### src/rtl/pkt_ram_ctrl_pkg.sv
// rtl/pkt_ram_ctrl_pkg.sv - shared constants and state encoding for the packet RAM sequencer
package pkt_ram_ctrl_pkg;

    localparam int DW_DEF    = 8;
    localparam int AW_DEF    = 5;
    localparam int DEPTH_DEF = 32;
    localparam int PKT_CNT_W = 16;

    typedef enum logic [1:0] {
        ST_FILL  = 2'd0,
        ST_FULL  = 2'd1,
        ST_DRAIN = 2'd2,
        ST_FLUSH = 2'd3
    } state_e;

endpackage

### src/rtl/pkt_ram_ctrl_addr_cnt.sv
// rtl/pkt_ram_ctrl_addr_cnt.sv - AW-bit address counter with enable, sync clear and terminal-count flag
module pkt_addr_cnt #(
    parameter int             AW   = 5,
    parameter logic [AW-1:0]  LAST = '1
) (
    input  logic          clk,
    input  logic          rst_n,
    input  logic          en,
    input  logic          clr,
    output logic [AW-1:0] cnt,
    output logic          tc
);

    logic [AW-1:0] cnt_q;
    logic [AW-1:0] cnt_d;

    always_comb begin
        cnt_d = cnt_q;
        if (clr) begin
            cnt_d = '0;
        end else if (en) begin
            cnt_d = (cnt_q == LAST) ? '0 : cnt_q + 1'b1;
        end
    end

    always_ff @(posedge clk or negedge rst_n) begin
        if (!rst_n) begin
            cnt_q <= '0;
        end else begin
            cnt_q <= cnt_d;
        end
    end

    assign cnt = cnt_q;
    assign tc  = (cnt_q == LAST);

endmodule

### src/rtl/pkt_ram_ctrl.sv
// rtl/pkt_ram_ctrl.sv - fill/hold/drain sequencer for the dual-port packet RAM
// Optional packet counter output enabled by PKT_RAM_CTRL_PKT_CNT_EN.
module pkt_ram_ctrl
    import pkt_ram_ctrl_pkg::*;
#(
    parameter int DW    = DW_DEF,
    parameter int AW    = AW_DEF,
    parameter int DEPTH = DEPTH_DEF
) (
    input  logic          clk,
    input  logic          rst,
    input  logic          wr_en,
    input  logic [DW-1:0] data_in,
    input  logic          rd_req,
    output logic          ram_wren,
    output logic [AW-1:0] ram_wraddr,
    output logic [DW-1:0] ram_wdata,
    output logic          ram_rden,
    output logic [AW-1:0] ram_rdaddr,
    input  logic [DW-1:0] ram_q,
    output logic [DW-1:0] dout,
    output logic          dout_valid,
    output logic          package_full,
    output logic          busy,
`ifdef PKT_RAM_CTRL_PKT_CNT_EN
    output logic [PKT_CNT_W-1:0] pkt_cnt,
`endif
    output logic          overflow
);

    localparam logic [AW-1:0] LAST_ADDR = AW'(DEPTH - 1);

    state_e state_q;
    state_e state_d;
    logic   overflow_q;
    logic   overflow_d;
    logic   dout_valid_q;
    logic   dout_valid_d;
    logic   wr_tc;
    logic   rd_tc;

    pkt_addr_cnt #(.AW(AW), .LAST(LAST_ADDR)) u_wr_cnt (
        .clk   (clk),
        .rst_n (rst),
        .en    (ram_wren),
        .clr   (state_q == ST_FLUSH),
        .cnt   (ram_wraddr),
        .tc    (wr_tc)
    );

    pkt_addr_cnt #(.AW(AW), .LAST(LAST_ADDR)) u_rd_cnt (
        .clk   (clk),
        .rst_n (rst),
        .en    (ram_rden),
        .clr   (state_q == ST_FILL),
        .cnt   (ram_rdaddr),
        .tc    (rd_tc)
    );

    always_ff @(posedge clk or negedge rst) begin
        if (!rst) begin
            state_q      <= ST_FILL;
            overflow_q   <= 1'b0;
            dout_valid_q <= 1'b0;
        end else begin
            state_q      <= state_d;
            overflow_q   <= overflow_d;
            dout_valid_q <= dout_valid_d;
        end
    end

    always_comb begin
        state_d = state_q;
        case (state_q)
            ST_FILL:  if (ram_wren && wr_tc) state_d = ST_FULL;
            ST_FULL:  if (rd_req)            state_d = ST_DRAIN;
            ST_DRAIN: if (rd_tc)             state_d = ST_FLUSH;
            ST_FLUSH:                        state_d = ST_FILL;
            default:                         state_d = ST_FILL;
        endcase
    end

    // Writes outside FILL never reach the RAM, so read and write cannot overlap.
    always_comb begin
        ram_wren     = (state_q == ST_FILL) && wr_en;
        ram_wdata    = ram_wren ? data_in : '0;
        ram_rden     = (state_q == ST_DRAIN);
        package_full = (state_q == ST_FULL);
        busy         = (state_q != ST_FILL);
        overflow_d   = overflow_q | (wr_en && (state_q != ST_FILL));
        dout_valid_d = ram_rden;
    end

    assign overflow   = overflow_q;
    assign dout_valid = dout_valid_q;
    assign dout       = dout_valid_q ? ram_q : '0;

`ifdef PKT_RAM_CTRL_PKT_CNT_EN
    logic [PKT_CNT_W-1:0] pkt_cnt_q;
    logic [PKT_CNT_W-1:0] pkt_cnt_d;

    always_comb begin
        pkt_cnt_d = pkt_cnt_q;
        if ((state_q == ST_FLUSH) && (pkt_cnt_q != '1)) begin
            pkt_cnt_d = pkt_cnt_q + 1'b1;
        end
    end

    always_ff @(posedge clk or negedge rst) begin
        if (!rst) begin
            pkt_cnt_q <= '0;
        end else begin
            pkt_cnt_q <= pkt_cnt_d;
        end
    end

    assign pkt_cnt = pkt_cnt_q;
`endif

endmodule

### config.mk
export PLATFORM = sky130hd
export DESIGN_NAME = pkt_ram_ctrl
export DESIGN_NICKNAME = d
export VERILOG_FILES = /design/src/rtl/pkt_ram_ctrl_pkg.sv /design/src/rtl/pkt_ram_ctrl_addr_cnt.sv /design/src/rtl/pkt_ram_ctrl.sv
export SDC_FILE = /design/constraint.sdc
export NUM_CORES = 1
export LEC_CHECK = 0
export CELL_PAD_IN_SITES_DETAIL_PLACEMENT = 0
export CELL_PAD_IN_SITES_GLOBAL_PLACEMENT = 1
export CORE_MARGIN = 1
export CORE_UTILIZATION = 23
export DETAILED_ROUTE_END_ITERATION = 12
export GPL_ROUTABILITY_DRIVEN = 1
export HOLD_SLACK_MARGIN = 0.08
export PLACE_DENSITY_LB_ADDON = 0.1
export SYNTH_ARGS = -nofsm -noshare
export SYNTH_HDL_FRONTEND = slang
export SYNTH_SLANG_ARGS = --single-unit
### constraint.sdc
create_clock -name clk -period 1.65 [get_ports clk]
set_input_delay 0.33 -clock clk [delete_from_list [all_inputs] [get_ports clk]]
set_output_delay 0.33 -clock clk [all_outputs]
set_load 0.05 [all_outputs]
Word level (Yosys, flattened, before mapping)

Index checks and enable logic that the tools add are counted.

Flip-flop bits (word level): 14
Latch bits: 0
Memory bits (writable): 0
Memory bits (read-only): 0
Output and inout bits: 32
Logic and storage cells: 36
Memories kept: 0

Add/sub/neg operators: 2
Multipliers: 0
Divide/modulo/power cells: 0
Magnitude comparators: 0
Eq/ne operators: 8
Shift-type cells: 0
Muxes and demuxes: 12
Bitwise logic cells: 1
Reduce and logical (&&, ||, !) cells: 8

Operator list:

| kind                                                   | number |
|---|---|
| 2-to-1 mux 5 bit                                       | 6 |
| 2-to-1 mux 8 bit                                       | 2 |
| adder 5 x 1 -> 5 bit (second input constant)           | 2 |
| == test 5 bit (second input constant)                  | 2 |
| one-hot mux 2 bit (4 select lines)                     | 1 |
| 2-to-1 mux 2 bit                                       | 3 |
| nonzero test 2 bit                                     | 3 |
| == test 2 bit (second input constant)                  | 2 |
| inequality test 2 bit (second input constant)          | 2 |
| logical AND 1 bit                                      | 3 |
| AND reduction 3 bit                                    | 1 |
| == test 2 x 1 -> 1 bit (second input constant)         | 1 |
| logical NOT 2 bit                                      | 1 |
| inequality test 2 x 1 -> 1 bit (second input constant) | 1 |
| bitwise OR 1 bit                                       | 1 |

Logic depth before layout (Yosys ltp)

Word-level depth: 5
Gate-level depth with buffers: 6
Mapped depth without buffers: 6

Hierarchy

A second synthesis with hierarchy kept.

Cell total of the unflattened synthesis: 91
Area total of the unflattened synthesis: 929.6 um2

Modules (own cells, without submodules):

| module       | instances | cells an instance | area an instance (um2) |
|---|---|---|---|
| pkt_addr_cnt | 2         | 26                | 294.0 |
| pkt_ram_ctrl | 1         | 39                | 341.6 |

Worst setup path after synthesis

No wires, ideal clock.

Path kind: register to register
Start: register u_rd_cnt.cnt_q[0], in the netlist u_rd_cnt.cnt[0]
End: register state_q[1]
Arrival: 1.989 ns
Required time: 1.525 ns
Path slack: -0.464 ns
Stages on the path, launching flop included: 7
Period minus slack after synthesis: 2.114 ns
Cells stage by stage: dfrtp_1 > ha_1 > and3_1 > ha_1 > inv_1 > a221oi_1 > mux2_2

Word-level cells in the longest chain between the ends: 3

RTL lines:

| item                                            | line                        | source |
|---|---|---|
| start: declaration                              | pkt_ram_ctrl_addr_cnt.sv:14 | `logic [AW-1:0] cnt_q;` |
| start signal: assignment                        | pkt_ram_ctrl_addr_cnt.sv:30 | `cnt_q <= cnt_d;` |
| == test 5 bit                                   | pkt_ram_ctrl_addr_cnt.sv:35 | `assign tc = (cnt_q == LAST);` |
| inequality test 2 x 1 -> 1 bit (no source line) | n/a                         |  |
| AND reduction 3 bit (no source line)            | n/a                         |  |
| end signal: assignment                          | pkt_ram_ctrl.sv:66          | `state_q <= state_d;` |
| end: declaration                                | pkt_ram_ctrl.sv:33          | `state_e state_q;` |

No other way between the ends.
A chain may end at the register's enable or synchronous reset.

Worst setup path after layout

Start: register u_rd_cnt.cnt_q[1], in the netlist u_rd_cnt.cnt[1]
End: register state_q[1]

The elaborated chain is that of the path after synthesis.

==> flow_metrics.py <==
metrics = {
    "outcome": {
        "status": "finished, final reports clean",
    },
    "worst_setup_path": {
        "endpoint_kind": "flip-flop",
        "cp_top_family": "flip-flops",
        "r2r_start": "u_rd_cnt.cnt[1]",
        "endpoint": "state_q[1]",
        "cp_num_buf_inv": 1,
        "rr_worst_depth": 6,
        "crit_cells": 6,
        "crit_type": "reg -> reg",
        "crit_top_cell": "ha_4",
        "critPathMaxStageDelay_ns": 0.38,
        "r2r_slack_ns": 0.004,
        "r2r_end": "state_q[1]",
        "slowest_stage": "dfrtp_2",
        "cp.arrival_ns": 1.78,
        "worstPathMaxFanout": 4,
        "worstSetupStartpoint": "u_rd_cnt.cnt[1]",
        "path_cells": "ha_4, and3_4, ha_4, inv_4, a221oi_4, mux2_4",
        "crit_required_ns": 1.79,
        "critPathLaunchType": "flip-flop",
    },
    "sta": {
        "whs_ns": 0.384,
        "period_share": 0.998,
        "fin_skew_ns": 0.00542,
        "maxSlewViolCount": 0,
        "final_hold_viol_count": 0,
        "period_minus_slack_ns": 1.65,
        "setup_violations": 0,
        "tightest_slew_ns": 0.256,
        "setup_slack_ns": 0.00376,
        "rsz0062_at_grt": "true",
        "slew_headroom": 0.829,
        "max_freq_mhz": 607,
    },
    "yosys": {
        "yosysTopAreaCellShare": 0.407,
        "synth_ff_type": "dfrtp_1",
        "synth_edf_count": 0,
        "ys_ff_latch": 14,
        "synth_cell_types": 27,
        "ys_async_sr_fraction": 1.00,
        "seq_area_frac_synth": 0.407,
        "synth.cell_area_um2": 861,
        "yosys_warnings": 0,
        "synth_area_leaders": "dfrtp_1 (41%), ha_1 (12%), and3_1 (7.3%)",
        "synth_fp_nets": 120,
        "synth_cells": 92,
        "synth_largest_area_cell": "dfrtp_1",
        "syn_avg_cell_area_um2": 9.36,
    },
    "floorplanning": {
        "die-area_um2": 3990,
        "ioPinCount": 52,
        "rows": 21,
        "die_h_um": 63.2,
        "core-area_um2": 3470,
        "die_x_um": 63.2,
        "floorplan.initialDensity": 0.248,
    },
    "route": {
        "first_iter_violations": 33,
        "dr.pass1.iters": 4,
        "antenna_left": 0,
        "num_vias": 978,
        "wirelength_um": 2870,
        "wl_per_cell_um": 13.1,
        "viasPerCell": 4.49,
        "drc_errors": 0,
    },
    "pwr": {
        "sw_frac_of_total": 0.438,
        "switching_power_w": 0.00167,
        "fin_total_pwr_w": 0.00382,
        "p_leak_nw": 0.924,
        "power_density_nw_per_um2": 1800,
        "seqPwrFrac": 0.150,
        "p_int_w": 0.00215,
        "p_comb_frac": 0.758,
        "vdd_drop_max_uv": 761,
        "p_clk_frac": 0.092,
    },
    "global_routing": {
        "grt_busiest_layer": "met2",
        "grt_pass1_wl_um": 4730,
        "grt_usage": 0.156,
        "antenna_found_initial": 0,
        "met3_usage": 0.0471,
        "grt_max_degree": 15,
        "grt_pass1_vias": 985,
        "met1_usage": 0.180,
        "met2_usage": 0.255,
        "gr-total-overflow": 0,
    },
    "hold_path": {
        "hold_class": "in -> async",
    },
    "placed_design": {
        "port-buffer-count": 51,
        "place_congestion": 0.804,
        "dp_slack_ns": -0.123,
        "dpl.hpwl_um": 2050,
    },
    "clock_tree": {
        "root_buffer": "clkbuf_8",
        "clkTransAtPathRegs_ns": 0.07,
        "cts_sinks": 14,
        "ctsHtreeMaxLevel": 1,
        "cts_tree": "done",
        "numCtsBuffers": 3,
        "ctsLongestPathBuffers": 2,
        "clkLatencyLatePin_ns": 0.26,
    },
    "final_layout": {
        "num-nets-final": 201,
        "antennaDiodeCount": 0,
        "layout_commonest_cell": "buf_4",
        "final_cell_mix": "buf_4 (31), buf_12 (27), clkdlybuf4s50_1 (18)",
        "final_core_util": 0.614,
        "drive_above_1_share": 0.587,
        "syn2layout_area_growth_pct": 147,
        "fillCellCount": 296,
    },
    "job": {
        "drv_cap": 0,
    },
}
cell families (layout without fill, tap and decap cells):
group | after synthesis | after routing | share of synthesized area
muxes | 3 | 3 | 0.0363
and+or+nand+nor | 42 | 42 | 0.288
buffers and inverters | 10 | 90 | 0.0465
adders and majority gates | 8 | 8 | 0.116
DFF | 14 | 14 | 0.407
AOI/OAI and AO/OA | 15 | 15 | 0.106
per-layer routing:
layer | vias up | share of wire
met3 | 5 | 0.080
met2 | 43 | 0.47
met5 | - | 0
li1 | 482 | -
met4 | 0 | 0.023
met1 | 448 | 0.43
power groups by stage:
stage / registers, W / clock network (W) / logic, W
final: 0.000574 / 0.000352 / 0.00290
after detailed placement: 0.000587 / 0 / 0.00253
after global routing: 0.000594 / 0.000378 / 0.00305
after CTS: 0.000576 / 0.000363 / 0.00282
after global placement: 0.000581 / 0 / 0.00250
after floorplan: 0.000853 / 0 / 0.00107
cells in the mapped netlist (2+ instances only):
cell,count
a31oi_1,2
dfrtp_1,14
nor2_1,3
nand3_1,3
or4_1,2
nand4b_1,2
nand2_1,7
a21o_1,2
buf_2,2
mux2i_1,2
inv_1,6
ha_1,8
a21oi_1,7
o21ai_0,2
clkbuf_1,2
and3_1,10
and2_1,8
worst min-delay path by stage:
stage	endpoint	slack (ns)	cells past startpoint
detailed placement	overflow	0.45	1
floorplan	dout_valid	0.03	0
finish	u_wr_cnt.cnt[2]	0.38	2
CTS	u_wr_cnt.cnt[4]	0.40	2
global placement	overflow	0.45	1
global route	u_wr_cnt.cnt[4]	0.42	2
sequential cells by signal, indices dropped and copies added (netlist names):
signal,count
u_rd_cnt.cnt,5
u_wr_cnt.cnt,5
state_q,2
dout_valid,1
overflow,1
final cells by class:
cell class / count / area [um2] / share of cell area
Tap cell: 46 / 57.6 / 0.0270
Timing Repair Buffer: 80 / 996 / 0.468
Sequential cell: 14 / 359 / 0.169
Multi-Input combinational cell: 68 / 637 / 0.299
Inverter: 6 / 25.0 / 0.0118
Clock buffer: 4 / 55.1 / 0.0259
timing repair:
action	in CTS	in global routing
resized for setup	14	8
buffers inserted	9	1
endpoints found under the setup margin	12	13
endpoints found under the hold margin	0	0
hold buffers	0	0
gates cloned	1	0
pin swaps	3	2
stage by stage:
stage | instances | setup TNS (ns) | cell area (um2)
after global placement | 203 | -0.952 | 1920
after detailed placement | 203 | -1.02 | 1920
after CTS | 217 | -0.000675 | 2090
after floorplan | 92 | -0.234 | 990
final | 218 | 0 | 2130
after global routing | 218 | -0.344 | 2130
Note: power is estimated with default switching activity, not from simulation.
